$ cat src/rtl/rv_pkg.sv
// Shared RV32IM definitions: field widths, opcode constants, instruction formats
// and the loader state encoding.
package rv_pkg;

    localparam int unsigned XLEN     = 32;
    localparam int unsigned OP_W     = 7;
    localparam int unsigned FUNCT3_W = 3;
    localparam int unsigned FUNCT7_W = 7;
    localparam int unsigned ADDR_W   = 5;

    localparam logic [OP_W-1:0] OP_R      = 7'b0110011;
    localparam logic [OP_W-1:0] OP_IMM    = 7'b0010011;
    localparam logic [OP_W-1:0] OP_LOAD   = 7'b0000011;
    localparam logic [OP_W-1:0] OP_JALR   = 7'b1100111;
    localparam logic [OP_W-1:0] OP_SYSTEM = 7'b1110011;
    localparam logic [OP_W-1:0] OP_FENCE  = 7'b0001111;
    localparam logic [OP_W-1:0] OP_STORE  = 7'b0100011;
    localparam logic [OP_W-1:0] OP_BRANCH = 7'b1100011;
    localparam logic [OP_W-1:0] OP_LUI    = 7'b0110111;
    localparam logic [OP_W-1:0] OP_AUIPC  = 7'b0010111;
    localparam logic [OP_W-1:0] OP_JAL    = 7'b1101111;

    typedef enum logic [2:0] {
        FMT_R, FMT_I, FMT_S, FMT_B, FMT_U, FMT_J, FMT_BAD
    } instr_fmt_t;

    typedef enum logic [1:0] {
        StIdle, StLoad, StFull, StError
    } load_state_t;

    function automatic instr_fmt_t opcode_fmt(input logic [OP_W-1:0] op);
        instr_fmt_t fmt;
        case (op)
            OP_R:                                              fmt = FMT_R;
            OP_IMM, OP_LOAD, OP_JALR, OP_SYSTEM, OP_FENCE:     fmt = FMT_I;
            OP_STORE:                                          fmt = FMT_S;
            OP_BRANCH:                                         fmt = FMT_B;
            OP_LUI, OP_AUIPC:                                  fmt = FMT_U;
            OP_JAL:                                            fmt = FMT_J;
            default:                                           fmt = FMT_BAD;
        endcase
        return fmt;
    endfunction

endpackage

$ cat src/rtl/rv_instr_pack.sv
// Combinational packer: decoded fields plus format select -> 32-bit instruction word.
module rv_instr_pack
    import rv_pkg::*;
(
    input  logic [OP_W-1:0]     opcode_i,
    input  logic [FUNCT3_W-1:0] funct3_i,
    input  logic [FUNCT7_W-1:0] funct7_i,
    input  logic [ADDR_W-1:0]   rs1_i,
    input  logic [ADDR_W-1:0]   rs2_i,
    input  logic [ADDR_W-1:0]   rd_i,
    input  logic [XLEN-1:0]     imm_i,
    input  instr_fmt_t          fmt_i,
    output logic [XLEN-1:0]     instr_o
);

    always_comb begin
        instr_o = '0;
        case (fmt_i)
            FMT_R: instr_o = {funct7_i, rs2_i, rs1_i, funct3_i, rd_i, opcode_i};
            FMT_I: begin
                instr_o = {imm_i[11:0], rs1_i, funct3_i, rd_i, opcode_i};
                // Shift-immediates carry funct7 above the 5-bit shamt
                if (opcode_i == OP_IMM && (funct3_i == 3'b001 || funct3_i == 3'b101)) begin
                    instr_o[31:25] = funct7_i;
                end
            end
            FMT_S: instr_o = {imm_i[11:5], rs2_i, rs1_i, funct3_i, imm_i[4:0], opcode_i};
            FMT_B: instr_o = {imm_i[12], imm_i[10:5], rs2_i, rs1_i, funct3_i,
                              imm_i[4:1], imm_i[11], opcode_i};
            FMT_U: instr_o = {imm_i[31:12], rd_i, opcode_i};
            FMT_J: instr_o = {imm_i[20], imm_i[10:1], imm_i[11], imm_i[19:12], rd_i, opcode_i};
            default: instr_o = '0;
        endcase
    end

endmodule

$ cat src/rtl/rv_instr_encoder.sv
// Instruction encoder and IMEM loader: accepts field bundles, writes packed words to
// consecutive addresses with one cycle of latency.
module rv_instr_encoder
    import rv_pkg::*;
#(
    parameter int unsigned IMEM_AW = 10
) (
    input  logic                clock_i,
    input  logic                n_reset_i,
    input  logic                start_i,
    input  logic                finish_i,
    input  logic                in_valid_i,
    output logic                in_ready_o,
    input  logic [OP_W-1:0]     opcode_i,
    input  logic [FUNCT3_W-1:0] funct3_i,
    input  logic [FUNCT7_W-1:0] funct7_i,
    input  logic [ADDR_W-1:0]   rs1_i,
    input  logic [ADDR_W-1:0]   rs2_i,
    input  logic [ADDR_W-1:0]   rd_i,
    input  logic [XLEN-1:0]     imm_i,
    output logic                mem_we_o,
    output logic [IMEM_AW-1:0]  mem_addr_o,
    output logic [XLEN-1:0]     mem_wdata_o,
    output logic [IMEM_AW:0]    count_o,
    output logic                full_o,
    output logic                illegal_o
);

    load_state_t        state_q;
    logic [IMEM_AW-1:0] ptr_q, ptr_base;
    logic [IMEM_AW:0]   count_q, count_base;
    logic               full_q, illegal_q, mem_we_q;
    logic [IMEM_AW-1:0] mem_addr_q;
    logic [XLEN-1:0]    mem_wdata_q, word;
    instr_fmt_t         fmt;

    assign fmt = opcode_fmt(opcode_i);

    rv_instr_pack u_pack (
        .opcode_i (opcode_i),
        .funct3_i (funct3_i),
        .funct7_i (funct7_i),
        .rs1_i    (rs1_i),
        .rs2_i    (rs2_i),
        .rd_i     (rd_i),
        .imm_i    (imm_i),
        .fmt_i    (fmt),
        .instr_o  (word)
    );

    // A start in LOAD restarts the session, so a same-cycle beat lands at address 0
    always_comb begin
        ptr_base   = start_i ? '0 : ptr_q;
        count_base = start_i ? '0 : count_q;
    end

    always_ff @(posedge clock_i) begin
        if (!n_reset_i) begin
            state_q     <= StIdle;
            ptr_q       <= '0;
            count_q     <= '0;
            full_q      <= 1'b0;
            illegal_q   <= 1'b0;
            mem_we_q    <= 1'b0;
            mem_addr_q  <= '0;
            mem_wdata_q <= '0;
        end else begin
            mem_we_q <= 1'b0;
            unique case (state_q)
                StIdle: begin
                    if (start_i) begin
                        state_q   <= StLoad;
                        ptr_q     <= '0;
                        count_q   <= '0;
                        full_q    <= 1'b0;
                        illegal_q <= 1'b0;
                    end
                end
                StLoad: begin
                    ptr_q   <= ptr_base;
                    count_q <= count_base;
                    if (finish_i && !start_i) state_q <= StIdle;
                    if (in_valid_i) begin
                        if (fmt == FMT_BAD) begin
                            state_q   <= StError;
                            illegal_q <= 1'b1;
                        end else begin
                            mem_we_q    <= 1'b1;
                            mem_addr_q  <= ptr_base;
                            mem_wdata_q <= word;
                            ptr_q       <= ptr_base + IMEM_AW'(1);
                            count_q     <= count_base + (IMEM_AW + 1)'(1);
                            if (ptr_base == '1 && (start_i || !finish_i)) begin
                                state_q <= StFull;
                                full_q  <= 1'b1;
                            end
                        end
                    end
                end
                StFull: begin
                    if (start_i) begin
                        state_q <= StLoad;
                        ptr_q   <= '0;
                        count_q <= '0;
                        full_q  <= 1'b0;
                    end else if (finish_i) begin
                        state_q <= StIdle;
                    end
                end
                StError: begin
                    if (start_i) begin
                        state_q   <= StLoad;
                        ptr_q     <= '0;
                        count_q   <= '0;
                        illegal_q <= 1'b0;
                    end else if (finish_i) begin
                        state_q <= StIdle;
                    end
                end
                default: state_q <= StIdle;
            endcase
        end
    end

    assign in_ready_o  = (state_q == StLoad);
    assign mem_we_o    = mem_we_q;
    assign mem_addr_o  = mem_addr_q;
    assign mem_wdata_o = mem_wdata_q;
    assign count_o     = count_q;
    assign full_o      = full_q;
    assign illegal_o   = illegal_q;

endmodule

$ cat config.mk
export PLATFORM = sky130hd
export DESIGN_NAME = rv_instr_encoder
export DESIGN_NICKNAME = d
export VERILOG_FILES = /design/src/rtl/rv_pkg.sv /design/src/rtl/rv_instr_pack.sv /design/src/rtl/rv_instr_encoder.sv
export SDC_FILE = /design/constraint.sdc
export NUM_CORES = 1
export LEC_CHECK = 0
export ABC_AREA = 1
export CORE_MARGIN = 2
export CORE_UTILIZATION = 47
export CTS_BUF_LIST = sky130_fd_sc_hd__clkbuf_8
export CTS_CLUSTER_SIZE = 12
export DETAILED_ROUTE_END_ITERATION = 8
export HOLD_SLACK_MARGIN = 0.12
export PLACE_DENSITY_LB_ADDON = 0.15
export SLEW_MARGIN = 20
export SYNTH_ARGS = -nofsm -noshare
export SYNTH_HDL_FRONTEND = slang
export SYNTH_SLANG_ARGS = --single-unit
$ cat constraint.sdc
create_clock -name clock_i -period 2.68 [get_ports clock_i]
set_clock_uncertainty 0.1 [all_clocks]
set_input_delay 0.268 -clock clock_i [delete_from_list [all_inputs] [get_ports clock_i]]
set_output_delay 0.268 -clock clock_i [all_outputs]
set_load 0.01 [all_outputs]
==> impl_metrics.tcl, run 1 <==
set metrics [dict create \
    cts_buffers 9 \
    finalMaxSlewViolations 0 \
    htree_levels 3 \
    tightest_slew_ps 378 \
    power.leakage_uw 0.00214 \
    finalSetupViolations 0 \
    drc 0 \
    utilization_pct 71.7 \
    clk_latency_ps 340 \
    power_frac_seq_pct 44.9 \
    ant_nets 0 \
    yosysUniqueCellTypes 39 \
    reg2reg_depth 10 \
    irDropWorstVdd_mv 0.279 \
    syn_area_um2 3710 \
    synth_cells 561 \
    n_antenna_cell 0 \
    power_switching_uw 577 \
    synth_top_area_cell "dfxtp_1" \
    ys_ff_latch 68 \
    reg2reg_to "full_o" \
    mostFrequentLayoutCell "nand2_1" \
    yosysSeqAreaShare_pct 36.7 \
    grt_start_max_net_pins 43 \
    hold_path_end "mem_wdata_o[27]" \
    drt_pass1_iterations 5 \
    reg2reg_from "ptr_q[1]" \
    fin_crit_ps 2470 \
    r2r_slack_ps 550 \
    cts_tree "built" \
    fin_area_um2 5510 \
    ios 126 \
    cp-end-kind "flop" \
    finalCritPeriodShare_pct 92.2 \
    fp.dieH_um 92.8 \
    syn_to_final_growth_pct 48.7 \
    dpl-instance-area_um2 5280 \
    ys.flop_type "dfxtp_1" \
    pwr-share-comb_pct 13.1 \
    slew_headroom_pct 74.7 \
    wl_met2_mm 5.28 \
    antenna_found_initial 0 \
    worstPathMaxFanout 5 \
    synth_top_area_share_pct 36.7 \
    cts_max_path_buffers 2 \
    clock_power_share_pct 42.0 \
    drive_gt1_share_pct 10.7 \
    fill_cells 664 \
    hold_class "flop to flop" \
    max_cap_viol_count 0 \
    fmax_ghz 0.405 \
    syn_nets 639 \
    syn_area_per_cell_um2 6.61 \
    rows 32 \
    dr_total_vias 4284 \
    start_kind "input port" \
    power.internal_uw 1700 \
    synth.area.top_cells "dfxtp_1, nand2_1, a21oi_1" \
    synth_enable_flop_cells 0 \
    cts_sinks 68 \
    yosys_warnings 0 \
    vias_per_cell 5.23 \
    grt_use_total_pct 26.7 \
    grt_pass1_wl_mm 18.7 \
    grt_pass1_vias 4028 \
    routed_wl_mm 11.2 \
    final_cell_mix "nand2_1, clkdlybuf4s50_1, a21oi_1" \
    rsz0062_at_grt "false" \
    dieArea_um2 8610 \
    drt_first_iter_violations 276 \
    hold_start "mem_wdata_o[27]" \
    cts.hold.buffers_added 0 \
    die_x_um 92.8 \
    switching_share_pct 25.3 \
    hold_violations 0 \
    wl_per_cell_um 13.7 \
    coreArea_um2 7690 \
    nets 790 \
    worstSetupPathType "input port to flop" \
    wl_met1_mm 4.87 \
    start_util_pct 48.2 \
    cts.clk_slew.worst_paths_ps 70 \
    synth-async-reset-ratio_pct 0 \
    clockRootBuffer "clkbuf_8" \
    hpwl_mm 8.26 \
    worst_ep_arrival_time_ps 2650 \
    overflow 0 \
    port_buffers 125 \
    outcome "completed" \
    wl_met3_um 802 \
    p_per_area_nw_per_um2 413 \
    crit_required_ps 2860 \
    gp_congestion 0.919 \
    top_layer "met4" \
    holdPathStages 2 \
]
-- worst max-delay path by stage --
stage | slack [ps] | cells after the start | startpoint | to
CTS | 230 | 17 | opcode_i[1] | mem_wdata_o[23]
finish | 210 | 17 | opcode_i[1] | ptr_q[7]
detailed placement | -80 | 17 | opcode_i[2] | mem_wdata_o[23]
global placement | -20 | 17 | opcode_i[2] | ptr_q[7]
floorplan | 500 | 16 | opcode_i[3] | count_o[9]
global route | 10 | 17 | opcode_i[1] | mem_wdata_o[11]
-- cell families after synthesis --
logic type,after synthesis,share of synthesized area [%]
simple gates,289,33.7
compound gates,121,18.1
buf+inv,74,8.44
flops,68,36.7
fa+ha+maj,9,3.04
-- power groups by stage --
stage                     registers, uW  clock network [uW]  logic [uW]
after detailed placement           1050                   0         291
final                              1020                 958         299
after global routing               1020                1020         323
after CTS                          1020                 969         294
after global placement             1050                   0         289
after floorplan                    1050                   0         113
-- worst max-delay path, cell delays in order --
cell             delay [ps]
clkdlybuf4s50_1         480
nand2_1                 100
nor2_1                  170
inv_1                    80
o21ai_2                 150
inv_1                    80
ha_1                    230
o21ai_4                 100
inv_2                    50
nand2_2                 100
nand2_1                  90
buf_4                   160
nor2_1                  140
nand2_1                 110
nor2_1                  130
o21ai_0                  90
a21oi_1                 110
-- per-layer routing --
layer / GRT usage [%] / up-vias
met3: 5.13 / 29
met1: 34.6 / 1940
met2: 44.0 / 178
met4: 10.0 / 0
met5: 0 / -
li1: - / 2137
-- sequential cells by signal, summed over array words and instances (netlist names) --
signal	cells
mem_addr_o	10
count_o	11
illegal_o	1
ptr_q	10
mem_we_o	1
state_q	2
full_o	1
mem_wdata_o	32
-- synthesized netlist by cell type (2+ instances only) --
library cell,number
buf_6,3
inv_2,7
o211ai_1,4
ha_1,9
nor2_8,2
nor2_2,5
nor3_1,9
a21oi_2,2
inv_1,47
a21oi_1,74
nand2_2,3
dfxtp_1,68
buf_2,7
nand2_1,175
nand3_1,34
nand4_1,10
o22ai_1,2
nor2_1,44
clkbuf_1,9
o21ai_0,26
o21a_1,3
-- layout make-up --
| class | count | area [um2] | area share [%] |
|---|---|---|---|
| multi-input combinational | 419 | 2050 | 37.1 |
| timing repair buffer | 160 | 1550 | 28.1 |
| sequential | 68 | 1360 | 24.7 |
| inverter | 54 | 203 | 3.68 |
| tap | 102 | 128 | 2.32 |
| clock buffer | 9 | 124 | 2.25 |
| clock inverter | 7 | 98.8 | 1.79 |
-- what timing repair did --
action	4_1_cts	5_1_grt
setup endpoints to repair	0	6
buffers inserted	0	0
resized for setup	0	3
-- stage by stage --
stage | total power, uW | hold WS [ps] | TNS [ps] | setup WS, ps | cells
2_1_floorplan | 1160 | 306 | 0 | 496 | 561
3_3_place_gp | 1330 | 351 | -46.4 | -20.2 | 803
3_5_place_dp | 1340 | 356 | -1870 | -79.1 | 803
4_1_cts | 2280 | 368 | 0 | 230 | 819
5_1_grt | 2360 | 391 | 0 | 11.0 | 819
6_report | 2280 | 366 | 0 | 210 | 819
Note: power is estimated with default switching activity, not from simulation.
==> run 2, diff against run 1 <==
--- a/config.mk
+++ b/config.mk
@@ -5,7 +5,6 @@
 export SDC_FILE = /design/constraint.sdc
 export NUM_CORES = 1
 export LEC_CHECK = 0
-export ABC_AREA = 1
 export CORE_MARGIN = 2
 export CORE_UTILIZATION = 47
 export CTS_BUF_LIST = sky130_fd_sc_hd__clkbuf_8
==> impl_metrics.tcl, run 2 <==
set metrics [dict create \
    grt_pass1_vias 3870 \
    grt_start_max_net_pins 30 \
    finalCritPeriodShare_pct 93.3 \
    synth-simple-area-share_pct 28.4 \
    worstPathMaxFanout 9 \
    drt_first_iter_violations 170 \
    reg2reg_depth 7 \
    slew_headroom_pct 69.1 \
    synth_top_area_cell "dfxtp_1" \
    p_per_area_nw_per_um2 401 \
    gp_congestion 0.923 \
    cts_tree "built" \
    rows 32 \
    hold_class "flop to flop" \
    coreArea_um2 7650 \
    reg2reg_from "ptr_q[0]" \
    overflow 0 \
    ys.flop_type "dfxtp_1" \
    finalMaxSlewViolations 0 \
    antenna_found_initial 0 \
    dr_total_vias 3915 \
    fin_hold_ws_ps 363 \
    synth_top_family_by_area "simple AND/OR/NAND/NOR gates" \
    power.leakage_uw 0.00209 \
    yosysSeqAreaShare_pct 37.1 \
    synth_cells 443 \
    cp-end-kind "flop" \
    crit_path_start "opcode_i[5]" \
    ios 126 \
    ys_ff_latch 68 \
    max_cap_viol_count 0 \
    vias_per_cell 5.51 \
    cts_max_path_buffers 2 \
    clk_latency_ps 360 \
    hold_start "mem_addr_o[1]" \
    finalSetupViolations 0 \
    fin_area_um2 5570 \
    cts_setup_buffers 0 \
    hpwl_mm 8.59 \
    fp.dieH_um 92.3 \
    grt_use_total_pct 27.0 \
    start_util_pct 48.0 \
    drc 0 \
    cts_buffers 9 \
    irDropWorstVdd_mv 0.376 \
    largest_reg_flops 32 \
    synth.area.top_cells "dfxtp_1, nand2_1, nor2b_1" \
    crit_required_ps 2860 \
    wl_per_cell_um 16.1 \
    synth_enable_flop_cells 0 \
    drt_pass1_iterations 5 \
    ctsResizeCount 0 \
    synthTopCellsByCount "nand2_1, dfxtp_1, nor2_1" \
    yosysUniqueCellTypes 58 \
    worst_ep_arrival_time_ps 2680 \
    holdPathStages 2 \
    yosysMostFrequentCell "nand2_1" \
    start_kind "input port" \
    synthMuxAreaShare_pct 2.73 \
    cts.clk_slew.worst_paths_ps 80 \
    routed_wl_mm 11.5 \
    ant_nets 0 \
    outcome "completed" \
    n_antenna_cell 0 \
    yosys.area_share.adder_pct 3.07 \
    nets 682 \
    worstSetupPathType "input port to flop" \
    tightest_slew_ps 462 \
    rsz0062_at_grt "false" \
    layout.cells.non_filler 711 \
    final_cell_mix "clkdlybuf4s50_1, nand2_1, dfxtp_1" \
    mostFrequentLayoutCell "clkdlybuf4s50_1" \
    syn_to_final_growth_pct 51.9 \
    dieArea_um2 8530 \
    cts_sinks 68 \
    clockRootBuffer "clkbuf_8" \
    yosys_warnings 0 \
    utilization_pct 72.9 \
    die_x_um 92.3 \
    synth_xor_area_share_pct 3.82 \
    htree_levels 3 \
    syn_area_um2 3670 \
    syn_area_per_cell_um2 8.28 \
    setup-tns-final_ps 0 \
    synth-async-reset-ratio_pct 0 \
    synth_top_area_share_pct 37.1 \
    synth_compound_area_share_pct 20.9 \
    fin_crit_ps 2500 \
    syn_nets 521 \
    placed_cells 695 \
    port_buffers 125 \
    fmax_ghz 0.400 \
    drive_gt1_share_pct 13.8 \
    grt_pass1_wl_mm 18.4 \
    hold_violations 0 \
    dpl-instance-area_um2 5370 \
    cts.hold.buffers_added 0 \
]
==> run 2: cell count changes in the layout (fill, tap and decap cells not counted), sizes merged, moves of 11 or more <==
| cell | previous run | this run |
|---|---|---|
| buf | 35 | 50 |
| a22oi | 0 | 12 |
| a21oi | 76 | 8 |
| a22o | 0 | 13 |
| nand2 | 179 | 73 |
| nor2 | 52 | 31 |
| nor2b | 0 | 25 |
| a21boi | 1 | 13 |
| xnor2 | 0 | 11 |
| inv | 56 | 7 |
| and2 | 0 | 18 |
| nand3 | 35 | 15 |
==> run 2: per-stage QoR <==
stage                     setup WS, ps  power (uW)
final                              181        2230
after global routing              7.79        2310
after CTS                          179        2240
after detailed placement          -176        1390
after global placement            -138        1380
after floorplan                   5.18        1190
==> run 2: worst paths after layout <==
check	slack, ps	endpoint
max	180	state_q[1]
min	360	mem_addr_o[1]
max reg2reg	450	state_q[1]
min reg2reg	360	mem_addr_o[1]
==> run 2: area by class of cell <==
type	instances	area (um2)
multi-input cells	342	2200
fillers	592	2070
repair buffers	175	1650
flip-flops and latches	68	1360
well taps	102	128
clock buffers	9	124
clock inverters	7	75.1
inverters	8	31.3
==> run 2: layer usage <==
metal | part of all wire, % | track usage (%)
met1 | 43 | 33.9
met2 | 49 | 46.5
met3 | 6.0 | 4.15
met4 | 1.9 | 10.7
met5 | 0 | 0
==> run 2: report_power, final <==
| group | switching (uW) | leakage, uW | internal [uW] |
|---|---|---|---|
| registers | 9.02 | 0.000548 | 1020 |
| clock network | 434 | 0.0000918 | 432 |
| logic | 150 | 0.00145 | 191 |
==> run 2: worst max-delay path: stages <==
cell and delay [ps]:
clkdlybuf4s50_1 570, and3b_1 280, o2111a_2 300, nor3b_4 280, and2_1 280, a221oi_1 120
or4_1 430, a21boi_1 150
==> run 2: cells by family after synthesis <==
logic type               count (synthesis)
AND/OR/NAND/NOR                        201
multiplexers                            10
AO/OA/AOI/OAI                          106
buffers and inverters                   33
adder cells (fa/ha/maj)                  9
XOR/XNOR                                16
flip-flops                              68
